==> src/rtl/bist_pkg.sv <==
// Shared types and defaults for the parametrised BIST controller.
// Holds the FSM state enum and the Galois MISR next-state function.
package bist_pkg;

    typedef enum logic [1:0] {
        IDLE,
        RUN,
        COMPARE,
        DONE
    } bist_state_t;

    localparam logic [8:0] DEF_LFSR_TAPS = 9'h110;
    localparam logic [8:0] DEF_LFSR_SEED = 9'h1FF;
    localparam logic [3:0] DEF_MISR_TAPS = 4'h3;
    localparam logic [3:0] DEF_GOLDEN    = 4'b0101;

    // Width-agnostic step; callers truncate the result to their own width.
    function automatic logic [31:0] misr_next(
        input logic [31:0] sig,
        input logic [31:0] taps,
        input logic [31:0] data,
        input int          width
    );
        logic [31:0] nxt;
        nxt = sig << 1;
        if (sig[5'(width - 1)]) nxt = nxt ^ taps;
        return nxt ^ data;
    endfunction

endpackage

==> src/rtl/bist_misr.sv <==
// Galois multiple-input signature register compacting DUT responses.
// clr has priority over en; the signature holds otherwise.
module bist_misr
    import bist_pkg::*;
#(
    parameter int               RES_W     = 4,
    parameter logic [RES_W-1:0] MISR_TAPS = RES_W'(DEF_MISR_TAPS)
) (
    input  logic             clk,
    input  logic             rst,
    input  logic             clr,
    input  logic             en,
    input  logic [RES_W-1:0] data_in,
    output logic [RES_W-1:0] sig
);

    logic [RES_W-1:0] sig_d;
    logic [RES_W-1:0] sig_q;

    always_comb begin
        sig_d = sig_q;
        if (clr) begin
            sig_d = '0;
        end else if (en) begin
            sig_d = RES_W'(misr_next(32'(sig_q), 32'(MISR_TAPS),
                                     32'(data_in), RES_W));
        end
    end

    always_ff @(posedge clk) begin
        if (rst) sig_q <= '0;
        else     sig_q <= sig_d;
    end

    assign sig = sig_q;

endmodule

==> src/rtl/bist_controller_param.sv <==
// BIST controller: LFSR patterns into a combinational DUT, MISR compaction,
// and a golden-signature verdict behind a start/busy/done handshake.
module bist_controller_param
    import bist_pkg::*;
#(
    parameter int               PAT_W      = 9,
    parameter int               RES_W      = 4,
    parameter int               N_PATTERNS = 511,
    parameter logic [PAT_W-1:0] LFSR_TAPS  = PAT_W'(DEF_LFSR_TAPS),
    parameter logic [PAT_W-1:0] LFSR_SEED  = PAT_W'(DEF_LFSR_SEED),
    parameter logic [RES_W-1:0] MISR_TAPS  = RES_W'(DEF_MISR_TAPS),
    parameter logic [RES_W-1:0] GOLDEN     = RES_W'(DEF_GOLDEN),
    parameter int               CNT_W      = $clog2(N_PATTERNS + 1)
) (
    input  logic             clk,
    input  logic             rst,
    input  logic             bist_mode,
    input  logic             start,
    input  logic [RES_W-1:0] result_dut,
    output logic [PAT_W-1:0] pattern_out,
    output logic             pattern_valid,
    output logic [RES_W-1:0] misr_output,
    output logic [CNT_W-1:0] pattern_count,
    output logic             busy,
    output logic             done,
    output logic             fault_detected
);

    if (LFSR_SEED == '0) begin : g_bad_seed
        $error("LFSR_SEED must be nonzero");
    end

    bist_state_t      state_d, state_q;
    logic [PAT_W-1:0] lfsr_d, lfsr_q;
    logic [CNT_W-1:0] cnt_d, cnt_q;
    logic             fault_d, fault_q;
    logic             misr_clr, misr_en;
    logic [RES_W-1:0] misr_sig;

    always_comb begin
        state_d  = state_q;
        lfsr_d   = lfsr_q;
        cnt_d    = cnt_q;
        fault_d  = fault_q;
        misr_clr = 1'b0;
        misr_en  = 1'b0;
        if (!bist_mode) begin
            // Abort: drop the verdict but keep misr/count for inspection.
            state_d = IDLE;
            fault_d = 1'b0;
        end else begin
            unique case (state_q)
                IDLE, DONE: begin
                    if (start) begin
                        state_d  = RUN;
                        lfsr_d   = LFSR_SEED;
                        cnt_d    = '0;
                        fault_d  = 1'b0;
                        misr_clr = 1'b1;
                    end
                end
                RUN: begin
                    misr_en = 1'b1;
                    lfsr_d  = {lfsr_q[PAT_W-2:0], ^(lfsr_q & LFSR_TAPS)};
                    cnt_d   = cnt_q + CNT_W'(1);
                    if (cnt_q == CNT_W'(N_PATTERNS - 1)) state_d = COMPARE;
                end
                COMPARE: begin
                    fault_d = (misr_sig != GOLDEN);
                    state_d = DONE;
                end
                default: state_d = IDLE;
            endcase
        end
    end

    always_ff @(posedge clk) begin
        if (rst) begin
            state_q <= IDLE;
            lfsr_q  <= LFSR_SEED;
            cnt_q   <= '0;
            fault_q <= 1'b0;
        end else begin
            state_q <= state_d;
            lfsr_q  <= lfsr_d;
            cnt_q   <= cnt_d;
            fault_q <= fault_d;
        end
    end

    bist_misr #(
        .RES_W    (RES_W),
        .MISR_TAPS(MISR_TAPS)
    ) u_misr (
        .clk    (clk),
        .rst    (rst),
        .clr    (misr_clr),
        .en     (misr_en),
        .data_in(result_dut),
        .sig    (misr_sig)
    );

    assign pattern_out    = lfsr_q;
    assign pattern_valid  = (state_q == RUN);
    assign misr_output    = misr_sig;
    assign pattern_count  = cnt_q;
    assign busy           = (state_q == RUN) || (state_q == COMPARE);
    assign done           = (state_q == DONE);
    assign fault_detected = fault_q;

endmodule

==> config.mk <==
export PLATFORM = sky130hd
export DESIGN_NAME = bist_controller_param
export DESIGN_NICKNAME = d
export VERILOG_FILES = /design/src/rtl/bist_pkg.sv /design/src/rtl/bist_misr.sv /design/src/rtl/bist_controller_param.sv
export SDC_FILE = /design/constraint.sdc
export NUM_CORES = 1
export LEC_CHECK = 0
export CAP_MARGIN = 20
export CORE_UTILIZATION = 40
export DETAILED_ROUTE_END_ITERATION = 7
export PLACE_DENSITY = 0.72
export SLEW_MARGIN = 25
export SYNTH_ARGS = -nofsm -noshare
export SYNTH_HDL_FRONTEND = slang
export SYNTH_SLANG_ARGS = --single-unit
==> constraint.sdc <==
create_clock -name clk -period 2.3 [get_ports clk]
set_input_delay 0.345 -clock clk [delete_from_list [all_inputs] [get_ports clk]]
set_output_delay 0.345 -clock clk [all_outputs]
set_load 0.02 [all_outputs]
==> results of run 1 <==
==> cell usage in the layout (no fill, tap or decap), types with 4 or more instances in the layout <==
master / Yosys / layout
a21oi_1: 15 / 15
clkdlybuf4s50_1: 0 / 32
dfxtp_1: 25 / 24
ha_1: 6 / 6
inv_1: 6 / 6
nand3_1: 4 / 4
nand3b_1: 4 / 4
nand4_1: 5 / 5
nor2_1: 4 / 4
nor4b_1: 5 / 5
o21ai_1: 5 / 5
o21bai_1: 8 / 8
xnor2_1: 5 / 5
==> critical path, cell delays in order, from the launching register on <==
cell and delay, ns:
dfxtp_1 0.36, inv_1 0.12, ha_1 0.34, clkdlybuf4s50_1 0.67
==> Yosys cell counts, types with 2 or more instances <==
library cell	instances
nand4b_1	2
buf_2	2
nor2_1	4
a211oi_1	3
a21oi_1	15
clkbuf_1	5
o21ai_1	5
dfxtp_1	25
ha_1	6
buf_6	3
o21ai_0	2
or3b_1	2
nand2_1	3
nand4_1	5
inv_1	6
o31ai_1	3
xnor2_1	5
nand3_1	4
or3_1	3
nor4_2	2
or4_1	3
nand3b_1	4
nor4b_1	5
nor4b_2	2
o21bai_1	8
nor2b_1	2
mux2i_1	3
==> sequential cells by signal, indices dropped and copies added, names as in the netlist <==
name / flops
state_q: 2
u_misr.sig: 4
pattern_out: 9
fault_detected: 1
pattern_count: 9
==> where the power goes <==
part / internal [uW] / total (uW) / switching (uW) / leakage [uW]
registers: 443 / 454 / 11.1 / 0.000203
clock network: 65.3 / 206 / 140 / 0.0000177
logic: 80.2 / 180 / 99.7 / 0.000414
==> final timing paths <==
check                 startpoint  cells after the start          endpoint
setup / recovery      state_q[1]                      3     pattern_valid
hold / removal    fault_detected                      2    fault_detected
setup reg to reg      state_q[0]                      6  pattern_count[8]
hold reg to reg   fault_detected                      2    fault_detected
==> cell type report <==
class	count	area (um2)
inverters	7	26.3
multi-input cells	105	779
fillers	301	1400
flip-flops and latches	25	502
clock inverters	1	5.00
well taps	44	55.1
clock buffers	3	22.5
repair buffers	36	368
==> stage by stage <==
stage / area [um2] / hold slack [ns] / setup WS (ns) / instances / utilization
2_1_floorplan: 1370 / 0.446 / 0.579 / 147 / -
3_3_place_gp: 1730 / 0.462 / 0.372 / 217 / 0.548
3_5_place_dp: 1730 / 0.493 / 0.332 / 217 / 0.548
4_1_cts: 1760 / 0.514 / 0.0590 / 221 / 0.557
5_1_grt: 1760 / 0.542 / 0.00394 / 221 / 0.558
6_report: 1760 / 0.510 / 0.131 / 221 / 0.558
==> kinds of logic (layout without fill, tap and decap cells) <==
family,count (synthesis),after routing,share of synthesized area
xor gates and xnor gates,5,5,0.0320
muxes,5,5,0.0384
DFF,25,25,0.366
AOI/OAI and AO/OA,44,44,0.205
buffers and inverters,17,47,0.0649
and+or+nand+nor,45,45,0.239
adders and majority gates,6,6,0.0548
==> metal layers <==
layer | track usage | wire, um
met5 | 0 | 0
met4 | 0.0487 | 29
met3 | 0.0448 | 109
met2 | 0.328 | 1630
met1 | 0.245 | 1410
==> timing repair <==
action | CTS | global route
endpoints found under the setup margin | 1 | 1
gates resized for setup | 1 | 1
hold buffers | 0 | 0
==> flow_summary_export.csv, run 1 <==
group,metric,value,unit
outcome,outcome,"complete, no violations",
finish,drive_gt1_frac,0.0847,
clocking,cts-htree-levels,1,
synth,post-synth-top-area-fraction,0.366,
clocking,clock_sinks,25,
synth,synth_cells,147,
placement,numPortBuffers,33,
power,p_per_area,477,nW/um2
global_routing,grt_pass1_vias,1156,
synth,ys_ff_latch,25,
setup_path,cp_max_fo,8,
floorplan,die_w,60.5,um
synth,ys_seq_area_frac,0.366,
clocking,cts_root_buf,"clkbuf_4",
finish,area.growth.synth_to_final,28.4,%
setup_path,reg2reg_slack,0.34,ns
clocking,cts_buffers,3,
clocking,clock_latency,0.33,ns
placement,dpl.hpwl,2.29,mm
route,drc,0,
setup_path,crit_required,1.96,ns
sta,slew-limit-headroom,0.644,
sta,period_share,0.943,
synth,yosysUniqueCellTypes,42,
sta,finalWorstPathRequiredPeriod,2.17,ns
clocking,clockBufferDepth,2,
sta,maxSlewViolCount,0,
route,drtAntennaViolNets,0,
sta,max_freq,0.461,GHz
route,routed_via_density,5.52,
synth,synth_edf_count,0,
sta,grt_setup_unrepaired,"no",
sta,tns,0,ns
sta,final-hold-violation-count,0,
synth,avgSynthCellArea,9.31,um2
power,irDropWorstVdd,0.448,mV
clocking,cts_tree,"built",
route,vias,1221,
route,wl_per_cell,14.4,um
sta,setup_viol,0,
global_routing,grt_max_degree,23,
synth,synthArstFlopShare,0,
hold_path,hp-class,"flip-flop to flip-flop",
sta,fin_worst_skew,0.0184,ns
setup_path,end_kind,"output pin",
floorplan,die_y,60.5,um
floorplan,fp-row-count,20,
global_routing,grt_pass1_wl,5.35,mm
setup_path,critPathLaunchType,"flip-flop",
global_routing,antenna_found_initial,0,
synth,yosysWarnings,0,
route,drt_iter0_drc,53,
power,total_power,839,uW
synth,syn-num-nets,161,
floorplan,core-area,3150,um2
synth,synth_largest_area_cell,"dfxtp_1",
route,firstDrtPassIters,4,
route,routed_wl,3.18,mm
floorplan,die_area,3660,um2
finish,fin_nets,192,
sta,worst_slew_pin_slew,0.532,ns
global_routing,overflow,0,
global_routing,grtUsageTotal,0.192,
synth,ys.flop_type,"dfxtp_1",
clocking,cts_setup_buffers,0,
floorplan,start_util,0.434,
power,p_leak,0.000635,uW
setup_path,critical_path_class,"flip-flop to output pin",
finish,diodes,0,
synth,synthTopCellsByArea,"dfxtp_1, a21oi_1, ha_1, o21bai_1, nor4b_1",
clocking,cts.clk_slew.worst_paths,0.15,ns
setup_path,cp.arrival,1.82,ns
floorplan,ios,34,
synth,syn_area,1370,um2
flow_run,cap_violations,0,
placement,gp_congestion,0.779,
Power figures use the tool's default switching activity.
==> run 2: changes to the inputs <==
Settings changed: PLACE_DENSITY 0.72 to not set, PLACE_DENSITY_LB_ADDON set to 0.25, TNS_END_PERCENT set to 100.
==> flow_summary_export.csv, run 2 (synthesis gave the netlist of run 1 again) <==
group,metric,value,unit
outcome,outcome,"complete, no violations",
setup_path,crit_required,2.55,ns
setup_path,critical_path_class,"flip-flop to flip-flop",
power,irDropWorstVdd,0.225,mV
placement,numPortBuffers,33,
sta,fin_worst_skew,0.00697,ns
finish,final_cells,221,
floorplan,fp-row-count,20,
global_routing,grt_pass1_vias,1179,
route,drc,0,
finish,final_cell_mix,"clkdlybuf4s50_1, dfxtp_1, a21oi_1",
sta,max_freq,0.503,GHz
sta,slew-limit-headroom,0.645,
global_routing,overflow,0,
sta,tns,0,ns
sta,setup_viol,0,
power,p_sw_frac,0.291,
clocking,cts-htree-levels,1,
floorplan,core-area,3150,um2
power,p_clk_frac,0.239,
finish,diodes,0,
floorplan,die_y,60.5,um
setup_path,cp.arrival,2.24,ns
clocking,cts_setup_buffers,0,
route,drt_iter0_drc,58,
hold_path,hp-class,"flip-flop to flip-flop",
setup_path,end_kind,"flip-flop",
sta,period_share,0.865,
global_routing,grt_pass1_wl,5.27,mm
sta,maxSlewViolCount,0,
setup_path,cp-startpoint,"state_q[0]",
hold_path,hold_depth,2,
finish,num-fill-cells,301,
sta,worst_slew_pin_slew,0.530,ns
setup_path,worst_r2r_path_depth,6,
route,drtAntennaViolNets,0,
sta,fin_ws,0.311,ns
clocking,cts_buffers,3,
clocking,clock_sinks,25,
global_routing,grt_max_degree,23,
route,firstDrtPassIters,5,
placement,gp_congestion,0.846,
floorplan,ios,34,
sta,final-hold-violation-count,0,
global_routing,grtUsageTotal,0.188,
hold_path,min_from,"fault_detected",
placement,placed_cells,217,
finish,area.growth.synth_to_final,28.3,%
power,share_comb_of_total_power,0.216,
placement,pre_cts_ws,0.283,ns
setup_path,cp_max_fo,22,
clocking,clock_latency,0.31,ns
sta,fin_hold_ws,0.505,ns
clocking,cts_root_buf,"clkbuf_4",
finish,layout_commonest_cell,"clkdlybuf4s50_1",
sta,grt_setup_unrepaired,"no",
floorplan,die_w,60.5,um
flow_run,cap_violations,0,
sta,finalWorstPathRequiredPeriod,1.99,ns
route,routed_via_density,5.66,
clocking,cts.clk_slew.worst_paths,0.14,ns
setup_path,r2r-start,"state_q[0]",
finish,drive_gt1_frac,0.0791,
floorplan,die_area,3660,um2
route,wl_per_cell,14.6,um
global_routing,antenna_found_initial,0,
route,vias,1251,
power,p_leak,0.000632,uW
clocking,cts_tree,"built",
power,p_seq_frac,0.545,
clocking,clockBufferDepth,2,
power,p_per_area,474,nW/um2
floorplan,start_util,0.434,
power,p_sw,242,uW
power,internal-power,591,uW
placement,dpl.hpwl,2.36,mm
setup_path,critPathLaunchType,"flip-flop",
finish,fin_nets,192,
route,routed_wl,3.23,mm
[run 2: cell count changes in the layout (fill, tap and decap cells not counted), sizes merged]
cell / change
clkbuf: +1
clkinv: -1
[run 2: final cells by class]
type	count	area, um2	area share
clock buffer	4	26.3	0.0150
inverter	7	26.3	0.0150
multi-input combinational	105	779	0.444
sequential	25	502	0.286
tap	44	55.1	0.0313
timing repair buffer	36	368	0.209
[run 2: worst paths after layout]
kind	endpoint	slack [ns]
worst min register to register	fault_detected	0.51
worst max-delay path	pattern_count[6]	0.31
worst max register to register	pattern_count[6]	0.31
worst min-delay path	fault_detected	0.51
[run 2: per-stage QoR]
stage	util	cell area (um2)	power, uW
after global routing	0.557	1760	876
after CTS	0.556	1750	839
after floorplan	-	1370	587
final	0.557	1760	833
after global placement	0.548	1730	638
after detailed placement	0.548	1730	643
[run 2: what timing repair did]
action	4_1_cts	5_1_grt
endpoints found under the hold margin	0	0
gates resized for setup	0	2
endpoints found under the setup margin	0	1
hold buffers	0	0
[run 2: critical path, cell delays in order, from the launching register on]
cell and delay (ns):
dfxtp_2 0.39, inv_1 0.07, ha_1 0.41, mux2i_1 0.19, buf_12 0.18, or4_1 0.51
a21oi_1 0.16
[run 2: power groups by stage]
stage	sequential [uW]	combinational [uW]	clock, uW
final	454	180	199
after global routing	455	195	226
after CTS	453	181	205
after detailed placement	463	180	0
after global placement	462	176	0
after floorplan	468	118	0
[run 2: routing by layer]
layer  wire length [um]  vias up  global-route usage
li1                   -      609                   -
met1               1440      616               0.232
met2               1670       24               0.334
met3                 96        2              0.0256
met4                 21        0              0.0649
met5                  0        -                   0
==> run 3: changes to the inputs <==
Settings changed: CTS_BUF_LIST set to sky130_fd_sc_hd__clkbuf_4 sky130_fd_sc_hd__clkbuf_8.
==> flow_summary_export.csv, run 3 (synthesis gave the netlist of run 1 again) <==
group,metric,value,unit
finish,final_cell_mix,"clkdlybuf4s50_1, dfxtp_1, a21oi_1",
finish,area.growth.synth_to_final,28.6,%
clocking,cts.clk_slew.worst_paths,0.14,ns
sta,final-hold-violation-count,0,
route,firstDrtPassIters,4,
floorplan,die_w,60.5,um
floorplan,core-area,3150,um2
global_routing,grtUsageTotal,0.188,
sta,maxSlewViolCount,0,
clocking,cts_setup_buffers,0,
finish,stdcell_area,1760,um2
floorplan,die_y,60.5,um
route,wl_per_cell,14.6,um
power,p_per_area,479,nW/um2
clocking,postCtsResizedCells,0,
setup_path,reg2reg_slack,0.30,ns
finish,fin_nets,192,
finish,layout_commonest_cell,"clkdlybuf4s50_1",
global_routing,antenna_found_initial,0,
power,total_power,843,uW
sta,finalWorstPathRequiredPeriod,2.00,ns
floorplan,ios,34,
global_routing,grt_max_degree,23,
global_routing,grt_pass1_wl,5.25,mm
global_routing,grt_pass1_vias,1162,
finish,postLayoutCoreUtil,0.558,
finish,num-fill-cells,301,
clocking,cts_buffers,3,
route,vias,1250,
setup_path,crit_family,"simple AND/OR/NAND/NOR gates",
finish,drive_gt1_frac,0.0847,
setup_path,end_kind,"flip-flop",
setup_path,crit_path_cell_trace,"inv_1 > ha_1 > mux2i_1 > buf_12 > or4_1 > a21oi_1",
finish,diodes,0,
setup_path,crit_required,2.55,ns
setup_path,cp_slowest_cell,"or4_1",
clocking,clockBufferDepth,2,
sta,setup_viol,0,
sta,slew-limit-headroom,0.634,
setup_path,cp.arrival,2.24,ns
sta,grt_setup_unrepaired,"no",
sta,period_share,0.867,
setup_path,cp.buffers_inverters,2,
sta,worst_slew_pin_slew,0.547,ns
setup_path,critical_path_class,"flip-flop to flip-flop",
clocking,cts_root_buf,"clkbuf_4",
sta,fin_worst_skew,0.00907,ns
route,routed_via_density,5.66,
sta,fin_hold_ws,0.505,ns
clocking,cts-htree-levels,1,
route,drtAntennaViolNets,0,
clocking,cts_tree,"built",
hold_path,hp-class,"flip-flop to flip-flop",
sta,max_freq,0.501,GHz
clocking,clock_latency,0.31,ns
setup_path,cp_max_fo,22,
outcome,outcome,"complete, no violations",
placement,placed_area,1730,um2
floorplan,start_util,0.434,
placement,numPortBuffers,33,
floorplan,fp-row-count,20,
clocking,clock_sinks,25,
route,routed_wl,3.23,mm
placement,dpl.hpwl,2.36,mm
flow_run,cap_violations,0,
setup_path,critPathLaunchType,"flip-flop",
power,p_leak,0.000635,uW
route,drt_iter0_drc,58,
route,drc,0,
placement,gp_congestion,0.846,
global_routing,overflow,0,
setup_path,critPathMaxStageDelay,0.51,ns
floorplan,die_area,3660,um2
sta,tns,0,ns
clocking,cts-hold-fix-buffers,0,
power,irDropWorstVdd,0.225,mV
==> run 3: changes by cell type in the layout (fill, tap and decap cells not counted) <==
cell      change
clkbuf_4      +1
clkbuf_1      -1
==> run 3: area by class of cell <==
class	instances	area [um2]	share of cell area
Tap cell	44	55.1	0.0313
Sequential cell	25	502	0.285
Inverter	7	26.3	0.0149
Clock buffer	4	30.0	0.0171
Timing Repair Buffer	36	368	0.209
Multi-Input combinational cell	105	779	0.443
==> run 3: worst paths after layout <==
| check | depth (start not counted) | endpoint | from |
|---|---|---|---|
| max | 6 | pattern_count[6] | state_q[0] |
| min | 2 | fault_detected | fault_detected |
| max reg2reg | 6 | pattern_count[6] | state_q[0] |
| min reg2reg | 2 | fault_detected | fault_detected |
==> run 3: worst reg2reg max path: stages, from the launching register on <==
cell,delay (ns)
dfxtp_2,0.39
inv_1,0.07
ha_1,0.41
mux2i_1,0.19
buf_12,0.18
or4_1,0.51
a21oi_1,0.17
==> run 3: routing by layer <==
metal  GRT usage  vias to the layer above  wire [um]
met2       0.331                       29       1650
met5           0                        -          0
met3      0.0256                        2         94
met1       0.234                      612       1470
li1            -                      607          -
met4      0.0649                        0         21
==> run 3: per-stage QoR <==
stage,instances,setup slack [ns]
2_1_floorplan,147,0.579
3_3_place_gp,217,0.381
3_5_place_dp,217,0.283
4_1_cts,221,0.0268
5_1_grt,221,0.184
6_report,221,0.305
==> run 3: report_power, final <==
group | switching [uW] | internal [uW]
Sequential | 10.9 | 443
Combinational | 99.8 | 80.1
Clock | 130 | 79.5
